File: config.mk
export PLATFORM = sky130hd
export DESIGN_NAME = ex_alu_muldiv
export DESIGN_NICKNAME = d
export VERILOG_FILES = /design/src/rtl/ex_alu_muldiv.sv
export SDC_FILE = /design/constraint.sdc
export NUM_CORES = 2
export LEC_CHECK = 0
export ABC_AREA = 1
export CORE_MARGIN = 2
export CORE_UTILIZATION = 58
export DETAILED_ROUTE_END_ITERATION = 6
export HOLD_SLACK_MARGIN = 0.12
export PLACE_DENSITY = 0.8
export SLEW_MARGIN = 10
export SYNTH_ARGS = -nofsm -noshare
export SYNTH_HDL_FRONTEND = slang
export SYNTH_SLANG_ARGS = --single-unit
File: constraint.sdc
create_clock -name CLK -period 3.7 [get_ports CLK]
set_clock_uncertainty 0.2 [all_clocks]
set_input_delay 0.37 -clock CLK [delete_from_list [all_inputs] [get_ports CLK]]
set_output_delay 0.37 -clock CLK [all_outputs]
set_load 0.01 [all_outputs]
File: src/rtl/ex_alu_muldiv.sv
// Execute stage: single-cycle ALU, branch compare, HI/LO registers
// and a 32-cycle iterative multiply/divide unit with stall control.
module ex_alu_muldiv #(
  parameter int WIDTH = 32
) (
  input  logic             CLK,
  input  logic             RST,
  input  logic [31:0]      Ins,
  input  logic [WIDTH-1:0] Rdata1,
  input  logic [WIDTH-1:0] Rdata2,
  input  logic [WIDTH-1:0] Ed32,
  output logic [WIDTH-1:0] Result,
  output logic             Zero,
  output logic             Stall,
  output logic             MdBusy
);

  typedef enum logic {IDLE, BUSY} state_t;

  localparam logic [5:0] F_MFHI  = 6'b010000;
  localparam logic [5:0] F_MTHI  = 6'b010001;
  localparam logic [5:0] F_MFLO  = 6'b010010;
  localparam logic [5:0] F_MTLO  = 6'b010011;
  localparam logic [5:0] F_MULT  = 6'b011000;
  localparam logic [5:0] F_MULTU = 6'b011001;
  localparam logic [5:0] F_DIV   = 6'b011010;
  localparam logic [5:0] F_DIVU  = 6'b011011;

  state_t      state, state_nxt;
  logic [5:0]  op, fn;
  logic [4:0]  sh;
  logic        is_r, md_start, md_any;
  logic        mf_hi, mf_lo, mt_hi, mt_lo;
  logic [31:0] hi, lo;
  logic [4:0]  cnt;
  logic [31:0] wk_hi, wk_lo, opnd, rs_raw;
  logic        is_div, neg_q, neg_r, dz;
  logic        unused_bits;

  assign op = Ins[31:26];
  assign fn = Ins[5:0];
  assign sh = Ins[10:6];
  assign unused_bits = ^Ins[25:11];

  assign is_r  = (op == 6'b000000);
  assign mf_hi = is_r && fn == F_MFHI;
  assign mf_lo = is_r && fn == F_MFLO;
  assign mt_hi = is_r && fn == F_MTHI;
  assign mt_lo = is_r && fn == F_MTLO;
  assign md_start = is_r && (fn == F_MULT || fn == F_MULTU ||
                             fn == F_DIV  || fn == F_DIVU);
  assign md_any = md_start || mf_hi || mf_lo || mt_hi || mt_lo;

  assign Zero = (Rdata1 == Rdata2);

  // ALU result: R-type by funct, I-type by opcode with Ed32 as operand B
  always_comb begin
    Result = '0;
    if (is_r) begin
      case (fn)
        6'b100000, 6'b100001: Result = Rdata1 + Rdata2;
        6'b100010, 6'b100011: Result = Rdata1 - Rdata2;
        6'b100100: Result = Rdata1 & Rdata2;
        6'b100101: Result = Rdata1 | Rdata2;
        6'b100110: Result = Rdata1 ^ Rdata2;
        6'b100111: Result = ~(Rdata1 | Rdata2);
        6'b101010: Result = {31'b0, $signed(Rdata1) < $signed(Rdata2)};
        6'b101011: Result = {31'b0, Rdata1 < Rdata2};
        6'b000000: Result = Rdata2 << sh;
        6'b000010: Result = Rdata2 >> sh;
        6'b000011: Result = $unsigned($signed(Rdata2) >>> sh);
        6'b000100: Result = Rdata2 << Rdata1[4:0];
        6'b000110: Result = Rdata2 >> Rdata1[4:0];
        6'b000111: Result = $unsigned($signed(Rdata2) >>> Rdata1[4:0]);
        6'b001000: Result = Rdata1;
        F_MFHI:    Result = hi;
        F_MFLO:    Result = lo;
        default:   Result = '0;
      endcase
    end else begin
      case (op)
        6'b001000, 6'b001001: Result = Rdata1 + Ed32;
        6'b001010: Result = {31'b0, $signed(Rdata1) < $signed(Ed32)};
        6'b001011: Result = {31'b0, Rdata1 < Ed32};
        6'b001100: Result = Rdata1 & Ed32;
        6'b001101: Result = Rdata1 | Ed32;
        6'b001110: Result = Rdata1 ^ Ed32;
        6'b001111: Result = {Ed32[15:0], 16'b0};
        6'b100011, 6'b101011: Result = Rdata1 + Ed32;
        default:   Result = '0;
      endcase
    end
  end

  // FSM state register
  always_ff @(posedge CLK) begin
    if (RST) state <= IDLE;
    else     state <= state_nxt;
  end

  // FSM next state, busy flag and stall
  always_comb begin
    state_nxt = state;
    MdBusy    = 1'b0;
    Stall     = 1'b0;
    case (state)
      IDLE: if (md_start) state_nxt = BUSY;
      BUSY: begin
        MdBusy = 1'b1;
        Stall  = md_any && !RST;
        if (cnt == 5'd31) state_nxt = IDLE;
      end
      default: state_nxt = IDLE;
    endcase
  end

  logic        sgn, sa, sb;
  logic [31:0] a_mag, b_mag;
  logic [32:0] mul_sum, div_sh, div_df;
  logic [31:0] nxt_hi, nxt_lo;
  logic [63:0] prod, prod_s;

  assign sgn   = (fn == F_MULT) || (fn == F_DIV);
  assign sa    = sgn && Rdata1[31];
  assign sb    = sgn && Rdata2[31];
  assign a_mag = sa ? -Rdata1 : Rdata1;
  assign b_mag = sb ? -Rdata2 : Rdata2;

  // One radix-2 step: shift-add multiply or restoring divide
  always_comb begin
    mul_sum = {1'b0, wk_hi} + {1'b0, (wk_lo[0] ? opnd : 32'b0)};
    div_sh  = {wk_hi, wk_lo[31]};
    div_df  = div_sh - {1'b0, opnd};
    if (is_div) begin
      nxt_hi = div_df[32] ? div_sh[31:0] : div_df[31:0];
      nxt_lo = {wk_lo[30:0], ~div_df[32]};
    end else begin
      nxt_hi = mul_sum[32:1];
      nxt_lo = {mul_sum[0], wk_lo[31:1]};
    end
    prod   = {nxt_hi, nxt_lo};
    prod_s = neg_q ? -prod : prod;
  end

  // HI/LO registers and iteration datapath
  always_ff @(posedge CLK) begin
    if (RST) begin
      hi     <= '0;
      lo     <= '0;
      cnt    <= '0;
      wk_hi  <= '0;
      wk_lo  <= '0;
      opnd   <= '0;
      rs_raw <= '0;
      is_div <= 1'b0;
      neg_q  <= 1'b0;
      neg_r  <= 1'b0;
      dz     <= 1'b0;
    end else if (state == IDLE) begin
      if (md_start) begin
        is_div <= fn[1];
        neg_q  <= sa ^ sb;
        neg_r  <= sa;
        dz     <= (Rdata2 == 32'b0);
        rs_raw <= Rdata1;
        cnt    <= '0;
        wk_hi  <= '0;
        wk_lo  <= fn[1] ? a_mag : b_mag;
        opnd   <= fn[1] ? b_mag : a_mag;
      end else if (mt_hi) begin
        hi <= Rdata1;
      end else if (mt_lo) begin
        lo <= Rdata1;
      end
    end else begin
      wk_hi <= nxt_hi;
      wk_lo <= nxt_lo;
      cnt   <= cnt + 5'd1;
      if (cnt == 5'd31) begin
        if (!is_div) begin
          hi <= prod_s[63:32];
          lo <= prod_s[31:0];
        end else if (dz) begin
          hi <= rs_raw;
          lo <= 32'hFFFF_FFFF;
        end else begin
          hi <= neg_r ? -nxt_hi : nxt_hi;
          lo <= neg_q ? -nxt_lo : nxt_lo;
        end
      end
    end
  end

endmodule

==> results by group, run 1 <==
Yosys
  – Synth top area cells: nand2_1 18%, dfxtp_1 12%, ha_1 9.7%
  – Synth top cells by count: 1612 x nand2_1, 839 x inv_1, 558 x o21ai_0
  – Netlist cell types: 73
  – Mean post-synth cell area: 5.54 um^2
  – Synth Flop Type: dfxtp_1
  – Cell Area, Synth: about 34000 um^2
  – Synthesized flop and latch total: a little over 200
  – Post-synth top area cell: nand2_1
  – Top-count cell post-synth: nand2_1
  – Synth top area share: approximately 18%
  – Synth warn: 0
  – Syn_nets: 6493
  – Synth Instances: a little over 6000
  – Sequential share of the synthesized area: about an eighth
  – Number of flops mapped to enable cells by yosys: 0
  – Synth async-reset ratio: 0%

Floorplanning
  – # IOs: approximately 170
  – Starting density of the core: between 50% and 60%
  – Die width: 245 um
  – # rows: 88
  – Die height: approximately 250 um

Place
  – Placement Setup Slack: -1.63 ns
  – Dpl cells: approximately 8000
  – DP HPWL: about 150000 um
  – RD Place Congestion: ~1.4
  – Buffers on Ports: between 100 and 150

Clocking
  – Root Driver: clkbuf_16
  – H-tree lvl count: 1
  – Num CTS Buffers: 21
  – Max clock buf depth: 3
  – Total clock sinks: 202

GRT
  – Total gr overflow: between 3000 and 4000
  – Largest net degree at the start of global routing: 89
  – Global Route Usage Sum: 96.5%
  – Global-route wire length before repair: around 450000 um
  – Vias in the first global route: around 66000

Run status
  – Status: aborted with a tool error
  – Tool error: [ERROR GRT-0116] Global routing finished with congestion. Check the congestion regions in the DRC Viewer.
  – Last stage: 5_1_grt
metal layers:
layer	GRT usage, %	GRT overflow
met1	89.3	240
met2	114	2422
met3	84.9	232
met4	103	822
met5	69.8	15
stage by stage:
stage,cell area (um^2),hold WS (ns)
global placement,44900,0.240
floorplan,33800,0.230
detailed placement,44900,0.251
CTS,49600,0.147
kinds of logic after synthesis:
logic type / Yosys count / share of synthesized area, %
DFF: 202 / 12.0
buffers and inverters: 1160 / 13.4
xor gates and xnor gates: 84 / 2.18
and+or+nand+nor: 2835 / 35.4
AOI/OAI and AO/OA: 1538 / 26.7
muxes: 10 / 0.296
adders and majority gates: 267 / 10.0
repair_timing:
action                      CTS
gates cloned                 11
hold endpoints to repair      4
hold buffers                  1
resized for setup          1044
setup endpoints to repair    73
pin swaps                   249
setup buffers               135
==> inputs of run 2 (changes only) <==
CORE_UTILIZATION = 40   (was 58)
HOLD_SLACK_MARGIN = not set   (was 0.12)
PLACE_DENSITY = not set   (was 0.8)
PLACE_DENSITY_LB_ADDON = 0.15   (was not set)
clock period = 4.81 ns   (was 3.7 ns; I/O delays follow)
==> run 2 against run 1 <==
  * The flow now finishes, with violations (setup timing)
  * Synthesized cell count unchanged
  * Area after synthesis did not move
==> results by group, run 2 <==
Timing
  – RSZ-0062 raised after global routing: yes
  – Final Max Slew Viols: 0
  – Minimum clock period: ~4.8 ns
  – Final setup violation count: 1
  – Slew HR: roughly 23%
  – Worst setup margin: -0.0399 ns
  – Maximum achievable frequency: between 200 and 250 MHz
  – Hold Slack: around 0.25 ns
  – Slew @ Worst Pin: approximately 1.2 ns
  – Final Hold Fails: 0
  – Period utilization: 101%

GRT
  – Total gr overflow: 0
  – Global-route wire length before repair: 314000 um
  – Global Route Usage Sum: about half
  – Largest net degree at the start of global routing: ~110
  – Antenna violations before repair: 17
  – Vias in the first global route: ~45000

Floorplanning
  – Starting density of the core: 40.4% (was 58.6%)
  – Die height: 295 um (was 245 um)
  – Core area: 83700 um^2
  – Total die area: about 87000 um^2
  – # IOs: 165 (unchanged)
  – # rows: 106 (was 88)
  – Die width: 295 um (was 245 um)

Setup path
  – Reg2Reg Depth: 36
  – WP data required: between 4 and 5 ns
  – Critical path class: in -> out
  – Worst setup SP type: input pin
  – Crit-path max FO: 6
  – Crit path from: Ins[1]
  – Worst reg2reg endpoint: hi[26]
  – Reg2reg start: wk_lo[31]
  – Crit path capture type: output port
  – Data arrival time of the worst path: 4.17 ns
  – R2r setup slk: 0.12 ns

Yosys
  – Netlist cell types: 73 (unchanged)
  – Adder-cell share of the synthesized area: 10.0% (unchanged)
  – Largest family of logic cells by synthesized area: simple AND/OR/NAND/NOR gates (unchanged)
  – Syn_nets: 6493 (unchanged)
  – Synth warn: 0 (unchanged)
  – Mux contribution to synthesized area: 0.296% (unchanged)
  – Synth Flop Type: dfxtp_1 (unchanged)
  – Synthesized flop and latch total: 202 (unchanged)
  – Sequential share of the synthesized area: 12.0% (unchanged)
  – Synth Area in XOR/XNOR: 2.18% (unchanged)
  – Number of flops mapped to enable cells by yosys: 0 (unchanged)
  – Synth top area share: 17.9% (unchanged)
  – Synth Instances: 6096 (unchanged)
  – Post-synthesis compound-gate area fraction: 26.7% (unchanged)
  – Synth async-reset ratio: 0% (unchanged)
  – Mean post-synth cell area: 5.54 um^2 (unchanged)
  – Post-synth top area cell: nand2_1 (unchanged)
  – Synth top area cells: nand2_1 18%, dfxtp_1 12%, ha_1 9.7% (unchanged)
  – Synth top cells by count: 1612 x nand2_1, 839 x inv_1, 558 x o21ai_0 (unchanged)
  – Top-count cell post-synth: nand2_1 (unchanged)
  – Post-Synth Simple-Gate Area: 35.4% (unchanged)
  – Cell Area, Synth: 33800 um^2 (unchanged)

Worst hold path
  – Hold Crit Class: reg -> reg
  – Hold_sp: rs_raw[11]
  – Cells on Worst Hold Path: 2
  – Hold Crit Endpoint: rs_raw[11]

Clocking
  – CTS clk-pin slew, worst paths: 0.07 ns
  – Total clock sinks: 202 (unchanged)
  – Max clock buf depth: 3 (unchanged)
  – CTS tree: built
  – Root Driver: clkbuf_16 (unchanged)
  – Num CTS Buffers: 22 (was 21)
  – H-tree lvl count: 1 (unchanged)
  – Worst skew pair latency: around 0.58 ns

Run status
  – Violated checks: setup timing
  – Status: finished with violations (was aborted with a tool error)

Place
  – Dpl cells: 8147 (was 7994)
  – DP HPWL: 185000 um (was 147000 um)
  – Post-place instance area: 43800 um^2 (was 44900 um^2)
  – RD Place Congestion: 1.17 (was 1.43)
  – Buffers on Ports: 149 (unchanged)

Route
  – Number of DRC markers in iteration 0: between 6000 and 7000
  – Post-route antenna net violation count: 0
  – Via density: ~6.0
  – Router iterations before antenna repair: 6
  – Residual DRC: 0
  – Total number of vias: 49200
  – Routed len/inst: between 20 and 30 um
  – Final wirelength: around 230000 um

Pwr
  – Internal power: 3.88 mW
  – Psw: 2.69 mW
  – Comb pwr share: a little under half
  – Overall Power: ~6.6 mW
  – Max VDD drop: roughly 0.23 mV
  – Power Dens Cells: 143 nW/um^2
  – Sequential Power Share: about a quarter
  – Sw frac: between 40% and 50%
  – Leakage: around 23 nW
  – Clock power frac: around 28%

Layout
  – Most common cell after layout, fill and taps aside: nand2_1
  – Layout cell share with drive strength beyond 1: 22.1%
  – Synth-to-Final Area Change: 36.4%
  – Most frequent cells in the layout: 1587 x nand2_1, 1063 x buf_4, 822 x inv_1
  – Fillers: roughly 8700
  – Fin cells: approximately 8300
  – Final Cell Area: 46100 um^2
  – Final net count: between 7000 and 8000

Run
  – Max-capacitance violation count: 0
## run 2: cell counts after synthesis
Identical to the previous run, type by type.
## run 2: cell families after synthesis
logic type / Yosys count
compound gates: 1538
fa+ha+maj: 267
mux: 10
simple gates: 2835
flops: 202
xor+xnor: 84
buf+inv: 1160
## run 2: repair_timing
item                                    CTS  global route
setup buffers                            24            29
hold buffers                              0             0
pin swaps                                36            71
cloned                                    0             4
hold endpoints to repair                  0             0
endpoints found under the setup margin   47            62
resized for setup                       206           223
## run 2: worst max-delay path by stage
stage            endpoint  slack, ns
6_report       Result[23]      -0.04
4_1_cts         Result[4]      -0.17
3_5_place_dp   Result[14]      -1.02
5_1_grt        Result[23]      -0.12
2_1_floorplan      hi[26]       0.85
3_3_place_gp   Result[14]      -0.98
## run 2: through the flow
step	setup TNS, ns	setup WS [ns]	util [%]
final	-0.0399	-0.0399	55.1
after global routing	-0.466	-0.122	55.0
after CTS	-0.382	-0.167	54.0
after detailed placement	-20.99	-1.02	52.3
after global placement	-18.96	-0.979	52.3
after floorplan	0	0.845	-
## run 2: cell type report
| type | instances | area [um^2] | share of cell area, % |
|---|---|---|---|
| multi-input cells | 4734 | 26300 | 57.1 |
| diodes | 19 | 47.5 | 0.103 |
| inverters | 874 | 3300 | 7.15 |
| repair inverters | 1 | 7.51 | 0.0163 |
| clock inverters | 12 | 174 | 0.377 |
| repair buffers | 1257 | 10200 | 22.1 |
| flip-flops and latches | 202 | 4070 | 8.83 |
| clock buffers | 27 | 589 | 1.28 |
| well taps | 1134 | 1420 | 3.08 |
## run 2: power by group through the flow
stage | clock network (mW) | registers, mW | logic (mW)
3_5_place_dp | 0 | 1.71 | 2.71
2_1_floorplan | 0 | 1.71 | 1.13
5_1_grt | 1.93 | 1.67 | 3.13
6_report | 1.87 | 1.67 | 3.02
3_3_place_gp | 0 | 1.71 | 2.72
4_1_cts | 1.86 | 1.67 | 2.78
## run 2: per-layer routing
layer | share of wire, % | track usage [%]
met3 | 11 | 13.5
met2 | 42 | 76.7
met4 | 13 | 50.9
met1 | 34 | 55.4
met5 | 0.019 | 0
## run 2: critical path: stages
cell             delay, ns
clkdlybuf4s50_1       0.47
buf_6                 0.15
inv_2                 0.06
nor2_4                0.15
nand3_4               0.10
nor2_4                0.18
buf_4                 0.16
o21ai_4               0.11
clkbuf_16             0.18
nand2_1               0.05
o21ai_0               0.15
nand2_1               0.14
nand2_1               0.08
buf_4                 0.14
nand2_1               0.05
o21a_1                0.16
inv_1                 0.06
o21ai_2               0.14
nor2_1                0.06
a21oi_1               0.15
buf_4                 0.19
nand4_1               0.15
buf_4                 0.18
nand2_1               0.08
nand4_1               0.15
clkbuf_2              0.17
No activity file was read; power rests on OpenSTA's default activity.
